[src/rtl/alu_issue_pkg.sv]
// alu_issue_pkg: shared widths, ALU op codes and operand-select encodings
package alu_issue_pkg;
  localparam int XLEN = 32;
  localparam int OP_W = 5;
  localparam int RAW = 5;
  typedef enum logic [OP_W-1:0] {
    OP_ADD  = 5'd0,
    OP_SUB  = 5'd1,
    OP_SLL  = 5'd2,
    OP_REMU = 5'd3,
    OP_AND  = 5'd4,
    OP_OR   = 5'd5,
    OP_XOR  = 5'd6
  } alu_op_e;
  localparam logic SRC1_RS1 = 1'b0;
  localparam logic SRC1_PC  = 1'b1;
  localparam logic SRC2_RS2 = 1'b0;
  localparam logic SRC2_IMM = 1'b1;
endpackage

[src/rtl/alu_issue_if.sv]
// alu_issue_if: decode-side request and ALU-side result handshake bundle
interface alu_issue_if;
  import alu_issue_pkg::*;
  logic            in_valid;
  logic            in_ready;
  logic [XLEN-1:0] in_pc;
  logic [RAW-1:0]  in_rs1_addr;
  logic [RAW-1:0]  in_rs2_addr;
  logic [XLEN-1:0] in_rs1_data;
  logic [XLEN-1:0] in_rs2_data;
  logic [XLEN-1:0] in_imm;
  logic [OP_W-1:0] in_op;
  logic            in_src1_sel;
  logic            in_src2_sel;
  logic [RAW-1:0]  in_rd_addr;
  logic            in_rd_we;
  logic            out_valid;
  logic            out_ready;
  logic [XLEN-1:0] ip1;
  logic [XLEN-1:0] ip2;
  logic [OP_W-1:0] operation;
  logic [RAW-1:0]  out_rd_addr;
  logic            out_rd_we;
  modport slave (
    input  in_valid, in_pc, in_rs1_addr, in_rs2_addr, in_rs1_data, in_rs2_data,
           in_imm, in_op, in_src1_sel, in_src2_sel, in_rd_addr, in_rd_we, out_ready,
    output in_ready, out_valid, ip1, ip2, operation, out_rd_addr, out_rd_we
  );
  modport master (
    output in_valid, in_pc, in_rs1_addr, in_rs2_addr, in_rs1_data, in_rs2_data,
           in_imm, in_op, in_src1_sel, in_src2_sel, in_rd_addr, in_rd_we, out_ready,
    input  in_ready, out_valid, ip1, ip2, operation, out_rd_addr, out_rd_we
  );
endinterface

[src/rtl/alu_issue_stage_fwd_mux.sv]
// alu_fwd_mux: per-operand bypass select, EX (younger) over WB over register file
module alu_fwd_mux
  import alu_issue_pkg::*;
(
  input  logic [RAW-1:0]  rs,
  input  logic [XLEN-1:0] rs_data,
  input  logic            ex_we,
  input  logic [RAW-1:0]  ex_rd,
  input  logic            ex_is_load,
  input  logic [XLEN-1:0] ex_data,
  input  logic            wb_we,
  input  logic [RAW-1:0]  wb_rd,
  input  logic [XLEN-1:0] wb_data,
  output logic [XLEN-1:0] val
);
  // x0 never matches because the rd != 0 guard excludes it; load data in EX is not ready yet
  always_comb
    val = (ex_we && ex_rd != '0 && ex_rd == rs && !ex_is_load) ? ex_data :
          (wb_we && wb_rd != '0 && wb_rd == rs) ? wb_data : rs_data;
endmodule

[src/rtl/alu_issue_stage.sv]
// alu_issue_stage: ID/EX register with operand select, forwarding and load-use stall
module alu_issue_stage
  import alu_issue_pkg::*;
(
  input  logic            clk,
  input  logic            rst,
  alu_issue_if.slave      io,
  input  logic            flush,
  input  logic            ex_we,
  input  logic [RAW-1:0]  ex_rd,
  input  logic            ex_is_load,
  input  logic [XLEN-1:0] ex_data,
  input  logic            wb_we,
  input  logic [RAW-1:0]  wb_rd,
  input  logic [XLEN-1:0] wb_data
);
  logic            hz, rdy, accept;
  logic [XLEN-1:0] fwd1, fwd2;
  logic            valid_q, valid_d, we_q, we_d;
  logic [XLEN-1:0] ip1_q, ip1_d, ip2_q, ip2_d;
  logic [OP_W-1:0] op_q, op_d;
  logic [RAW-1:0]  rd_q, rd_d;
  alu_fwd_mux u_fwd1 (
    .rs(io.in_rs1_addr), .rs_data(io.in_rs1_data),
    .ex_we(ex_we), .ex_rd(ex_rd), .ex_is_load(ex_is_load), .ex_data(ex_data),
    .wb_we(wb_we), .wb_rd(wb_rd), .wb_data(wb_data), .val(fwd1)
  );
  alu_fwd_mux u_fwd2 (
    .rs(io.in_rs2_addr), .rs_data(io.in_rs2_data),
    .ex_we(ex_we), .ex_rd(ex_rd), .ex_is_load(ex_is_load), .ex_data(ex_data),
    .wb_we(wb_we), .wb_rd(wb_rd), .wb_data(wb_data), .val(fwd2)
  );
  // hazard/handshake decode and next register contents; flush beats accept and hold
  always_comb begin
    hz = ex_we && ex_is_load && ex_rd != '0 &&
         ((io.in_src1_sel == SRC1_RS1 && ex_rd == io.in_rs1_addr) ||
          (io.in_src2_sel == SRC2_RS2 && ex_rd == io.in_rs2_addr));
    rdy = (!valid_q || io.out_ready) && !hz;
    accept = io.in_valid && rdy && !flush;
    valid_d = !flush && (accept || (valid_q && !io.out_ready));
    ip1_d = accept ? (io.in_src1_sel == SRC1_PC ? io.in_pc : fwd1) : ip1_q;
    ip2_d = accept ? (io.in_src2_sel == SRC2_IMM ? io.in_imm : fwd2) : ip2_q;
    op_d = accept ? io.in_op : op_q;
    rd_d = accept ? io.in_rd_addr : rd_q;
    we_d = accept ? io.in_rd_we : we_q;
  end
  // single-entry output register, cleared asynchronously
  always_ff @(posedge clk or posedge rst)
    if (rst) begin
      valid_q <= 1'b0;
      ip1_q <= '0;
      ip2_q <= '0;
      op_q <= '0;
      rd_q <= '0;
      we_q <= 1'b0;
    end else begin
      valid_q <= valid_d;
      ip1_q <= ip1_d;
      ip2_q <= ip2_d;
      op_q <= op_d;
      rd_q <= rd_d;
      we_q <= we_d;
    end
  assign io.in_ready = rdy;
  assign io.out_valid = valid_q;
  assign io.ip1 = ip1_q;
  assign io.ip2 = ip2_q;
  assign io.operation = op_q;
  assign io.out_rd_addr = rd_q;
  assign io.out_rd_we = we_q;
endmodule

[src/flat_wrapper.sv]
// flat-port wrapper written by rule: the top's interface ports become plain ports
module alu_issue_stage_flat import alu_issue_pkg::*;
  (clk, rst, flush, ex_we, ex_rd, ex_is_load, ex_data, wb_we, wb_rd, wb_data, io_in_valid, io_in_pc, io_in_rs1_addr, io_in_rs2_addr, io_in_rs1_data, io_in_rs2_data, io_in_imm, io_in_op, io_in_src1_sel, io_in_src2_sel, io_in_rd_addr, io_in_rd_we, io_out_ready, io_in_ready, io_out_valid, io_ip1, io_ip2, io_operation, io_out_rd_addr, io_out_rd_we);
  alu_issue_if io_i ();
  input  logic clk;
  input  logic rst;
  input  logic flush;
  input  logic ex_we;
  input  logic [RAW-1:0] ex_rd;
  input  logic ex_is_load;
  input  logic [XLEN-1:0] ex_data;
  input  logic wb_we;
  input  logic [RAW-1:0] wb_rd;
  input  logic [XLEN-1:0] wb_data;
  input wire logic [$bits(io_i.in_valid)-1:0] io_in_valid;
  input wire logic [$bits(io_i.in_pc)-1:0] io_in_pc;
  input wire logic [$bits(io_i.in_rs1_addr)-1:0] io_in_rs1_addr;
  input wire logic [$bits(io_i.in_rs2_addr)-1:0] io_in_rs2_addr;
  input wire logic [$bits(io_i.in_rs1_data)-1:0] io_in_rs1_data;
  input wire logic [$bits(io_i.in_rs2_data)-1:0] io_in_rs2_data;
  input wire logic [$bits(io_i.in_imm)-1:0] io_in_imm;
  input wire logic [$bits(io_i.in_op)-1:0] io_in_op;
  input wire logic [$bits(io_i.in_src1_sel)-1:0] io_in_src1_sel;
  input wire logic [$bits(io_i.in_src2_sel)-1:0] io_in_src2_sel;
  input wire logic [$bits(io_i.in_rd_addr)-1:0] io_in_rd_addr;
  input wire logic [$bits(io_i.in_rd_we)-1:0] io_in_rd_we;
  input wire logic [$bits(io_i.out_ready)-1:0] io_out_ready;
  output wire logic [$bits(io_i.in_ready)-1:0] io_in_ready;
  output wire logic [$bits(io_i.out_valid)-1:0] io_out_valid;
  output wire logic [$bits(io_i.ip1)-1:0] io_ip1;
  output wire logic [$bits(io_i.ip2)-1:0] io_ip2;
  output wire logic [$bits(io_i.operation)-1:0] io_operation;
  output wire logic [$bits(io_i.out_rd_addr)-1:0] io_out_rd_addr;
  output wire logic [$bits(io_i.out_rd_we)-1:0] io_out_rd_we;
  assign io_i.in_valid = io_in_valid;
  assign io_i.in_pc = io_in_pc;
  assign io_i.in_rs1_addr = io_in_rs1_addr;
  assign io_i.in_rs2_addr = io_in_rs2_addr;
  assign io_i.in_rs1_data = io_in_rs1_data;
  assign io_i.in_rs2_data = io_in_rs2_data;
  assign io_i.in_imm = io_in_imm;
  assign io_i.in_op = io_in_op;
  assign io_i.in_src1_sel = io_in_src1_sel;
  assign io_i.in_src2_sel = io_in_src2_sel;
  assign io_i.in_rd_addr = io_in_rd_addr;
  assign io_i.in_rd_we = io_in_rd_we;
  assign io_i.out_ready = io_out_ready;
  assign io_in_ready = io_i.in_ready;
  assign io_out_valid = io_i.out_valid;
  assign io_ip1 = io_i.ip1;
  assign io_ip2 = io_i.ip2;
  assign io_operation = io_i.operation;
  assign io_out_rd_addr = io_i.out_rd_addr;
  assign io_out_rd_we = io_i.out_rd_we;
  alu_issue_stage u_core (.clk(clk), .rst(rst), .io(io_i), .flush(flush), .ex_we(ex_we), .ex_rd(ex_rd), .ex_is_load(ex_is_load), .ex_data(ex_data), .wb_we(wb_we), .wb_rd(wb_rd), .wb_data(wb_data));
endmodule
[config.mk]
export PLATFORM = sky130hd
export DESIGN_NAME = alu_issue_stage_flat
export DESIGN_NICKNAME = d
export VERILOG_FILES = /design/src/rtl/alu_issue_pkg.sv /design/src/rtl/alu_issue_if.sv /design/src/rtl/alu_issue_stage_fwd_mux.sv /design/src/rtl/alu_issue_stage.sv /design/src/flat_wrapper.sv
export SDC_FILE = /design/constraint.sdc
export NUM_CORES = 1
export LEC_CHECK = 0
export CAP_MARGIN = 20
export CORE_ASPECT_RATIO = 1.25
export CORE_MARGIN = 2
export CORE_UTILIZATION = 45
export CTS_CLUSTER_DIAMETER = 200
export DETAILED_ROUTE_END_ITERATION = 6
export GPL_TIMING_DRIVEN = 0
export HOLD_SLACK_MARGIN = 0.05
export PLACE_DENSITY = 0.95
export RECOVER_POWER = 100
export SYNTH_ARGS = -nofsm -noshare
export SYNTH_HDL_FRONTEND = slang
export SYNTH_HIERARCHICAL = 1
export SYNTH_SLANG_ARGS = --single-unit
[constraint.sdc]
create_clock -name clk -period 6.25 [get_ports clk]
set_clock_uncertainty 0.1 [all_clocks]
set_input_delay 1.875 -clock clk [delete_from_list [all_inputs] [get_ports clk]]
set_output_delay 1.875 -clock clk [all_outputs]
set_load 0.03 [all_outputs]
==> impl_metrics.csv <==
group,metric,value,unit
run,cap_violations,2,
final_layout,seq_area,1900,µm²
critical_path,crit_fanout,7,
power_and_ir_drop,power.leakage,3.54,nW
route,drt_wl_total,28400,µm
clock_network,h-tree-depth,3,
route,routedWlPerCell,25.2,µm
place,pre_cts_ws,0.251,ns
clock_network,cts_tree,"yes",
route,drt-pass1-iter-count,5,
route,drt_iter0_drc,753,
sta,relSlewSlack,-46.3,%
yosys,ys_ff_latch,76,
yosys,synth_area,6630,µm²
critical_path,r2r_cells,6,
clock_network,cts_resized,0,
route,drcViolationCount,0,
yosys,ys_seq_area_share,28.7,%
yosys,syn_inst,625,
grt,grt_pass1_wl,43000,µm
grt,grt_usage,35.2,%
status,violations,"max-capacitance violations, max-slew violations",
critical_path,r2r_start,"u_core/io.out_valid",
clock_network,clkLatencyLatePin,0.35,ns
route,num_vias,7306,
clock_network,cts_buffer_depth,2,
power_and_ir_drop,power_density,219,nW/µm²
hold_path,hold_path_class,"reg2reg",
clock_network,clk_pin_slew,0.06,ns
die,initial_utilization,46.0,%
clock_network,cts_setup_buffers,0,
route,antenna_left,0,
die,die_area,15700,µm²
sta,rsz0062_at_grt,"no",
sta,worstMarginPinSlew,2.19,ns
sta,finalHoldViolCount,0,
die,fp.dieW,113,µm
sta,tns,0,ns
grt,antenna_found_initial,0,
critical_path,arrival,4.11,ns
clock_network,cts_hold_buf,0,
final_layout,final_util,69.8,%
yosys,ys.flop_type,"dfrtp_1",
grt,gr-total-overflow,0,
yosys,yosys_warnings,6,
hold_path,hold_end,"u_core/io.out_rd_addr[2]",
hold_path,hold_depth,1,
final_layout,multi_input_area,4080,µm²
sta,min_period,6.08,ns
final_layout,drive_gt1_share,20.7,%
sta,finalMaxSlewViolations,79,
final_layout,stdcell_count,1127,
grt,grt_max_degree,40,
sta,fin_ws,0.166,ns
final_layout,nFillCells,1092,
hold_path,min_from,"u_core/io.out_rd_addr[2]",
place,port-buffer-count,307,
critical_path,required,4.28,ns
critical_path,critPathKind,"in2out",
place,place_inst,1111,
clock_network,cts_made_buffers,9,
sta,fmax,164,MHz
die,die_h,140,µm
grt,grt_pass1_vias,7573,
critical_path,cp-start-kind,"primary input",
place,hpwl,21200,µm
final_layout,finalNetCount,1177,
yosys,synth.distinct_cells,31,
sta,period_share,97.3,%
sta,setup_viol,0,
final_layout,diodes,0,
yosys,syn_nets,858,
clock_network,root_buffer,"clkbuf_16",
final_layout,final_cell_mix,"clkdlybuf4s50_1 (228), mux2_2 (83), dlygate4sd3_1 (79), dfrtp_1 (76), nor4_1 (70)",
route,viasPerCell,6.48,
critical_path,endpoint_kind,"output port",
yosys,synth.avg_cell_area,10.6,µm²
critical_path,r2r-end,"u_core/io.ip1[11]",
place,routabilityCongestion,0.968,
yosys,synth-edff-count,0,
die,ios,310,
die,rows,49,
final_layout,area_growth,51.8,%
die,core,14400,µm²
clock_network,cts.sinks,76,
yosys,async_flop_share,100,%
status,status,"complete, but fails checks",
power_and_ir_drop,irDropWorstVdd,0.177,mV
final_layout,final_common_cell,"clkdlybuf4s50_1",
critical_path,regToRegSetupSlack,3.45,ns
## cell type report
| type | count | area share (%) |
|---|---|---|
| plain buffers | 82 | 4.08 |
| clock buffers | 9 | 2.24 |
| clock inverters | 7 | 1.22 |
| inverters | 5 | 0.199 |
| multi-input cells | 462 | 40.6 |
| flip-flops and latches | 76 | 18.9 |
| well taps | 178 | 2.21 |
| repair buffers | 308 | 30.6 |
## synthesized netlist by cell type (10+ instances only)
| master | count | share of area, % |
|---|---|---|
| a31oi_1 | 64 | 6.0 |
| buf_2 | 12 | 0.91 |
| buf_6 | 18 | 3.1 |
| clkbuf_1 | 50 | 2.8 |
| dfrtp_1 | 76 | 29 |
| mux2_2 | 84 | 14 |
| mux2_4 | 50 | 11 |
| nand4_1 | 64 | 6.0 |
| nor4_1 | 70 | 6.6 |
| o31ai_2 | 60 | 11 |
| xnor2_1 | 10 | 1.3 |
| xor2_1 | 16 | 2.1 |
## how the worst max path moves through the flow
stage / startpoint / to / slack, ns
finish: ex_rd[4] / io_in_ready / 0.17
detailed placement: ex_rd[2] / io_in_ready / 0.25
floorplan: ex_rd[1] / io_in_ready / 1.19
global route: ex_rd[4] / io_in_ready / 0.11
CTS: ex_rd[2] / io_in_ready / 0.25
global placement: ex_rd[1] / io_in_ready / 0.25
## per-layer routing
layer	part of all wire (%)	routed length (µm)	global-route usage [%]	vias to the layer above
met2	50	14100	60.6	549
met5	0	0	0	-
met3	8.8	2500	7.93	164
met1	35	9930	39.8	3434
met4	6.4	1820	19.8	0
li1	-	-	-	3159
## registers in the layout, indices dropped and copies added, names as in the netlist
register / cells
u_core/io.out_rd_we: 1
u_core/io.ip1: 32
u_core/io.ip2: 32
u_core/io.out_rd_addr: 5
u_core/io.out_valid: 1
u_core/io.operation: 5
## through the flow
| stage | area (µm²) | total power [mW] | hold slack (ns) |
|---|---|---|---|
| after floorplan | 6630 | 1.20 | 0.595 |
| after global placement | 9920 | 1.65 | 0.375 |
| after detailed placement | 9950 | 1.67 | 0.389 |
| after CTS | 10300 | 2.31 | 0.402 |
| after global routing | 10100 | 2.29 | 0.405 |
| final | 10100 | 2.21 | 0.388 |
## critical path: stages
cell           delay (ns)
dlygate4sd3_1        0.66
xor2_1               0.20
nor4_1               0.32
a22oi_1              0.18
nor2_1               0.13
nor2_1               0.05
dlygate4sd3_1        0.69
## power by group
part	total [mW]	internal (mW)	switching (mW)
logic	0.938	0.419	0.519
registers	0.645	0.592	0.0527
clock network	0.624	0.393	0.230
## logic make-up after synthesis
family          share of synthesized area [%]
compound gates                           19.5
mux                                      26.4
buf+inv                                  7.19
flops                                    28.7
simple gates                             14.7
xor+xnor                                 3.44
No activity file was read; power rests on OpenSTA's default activity.
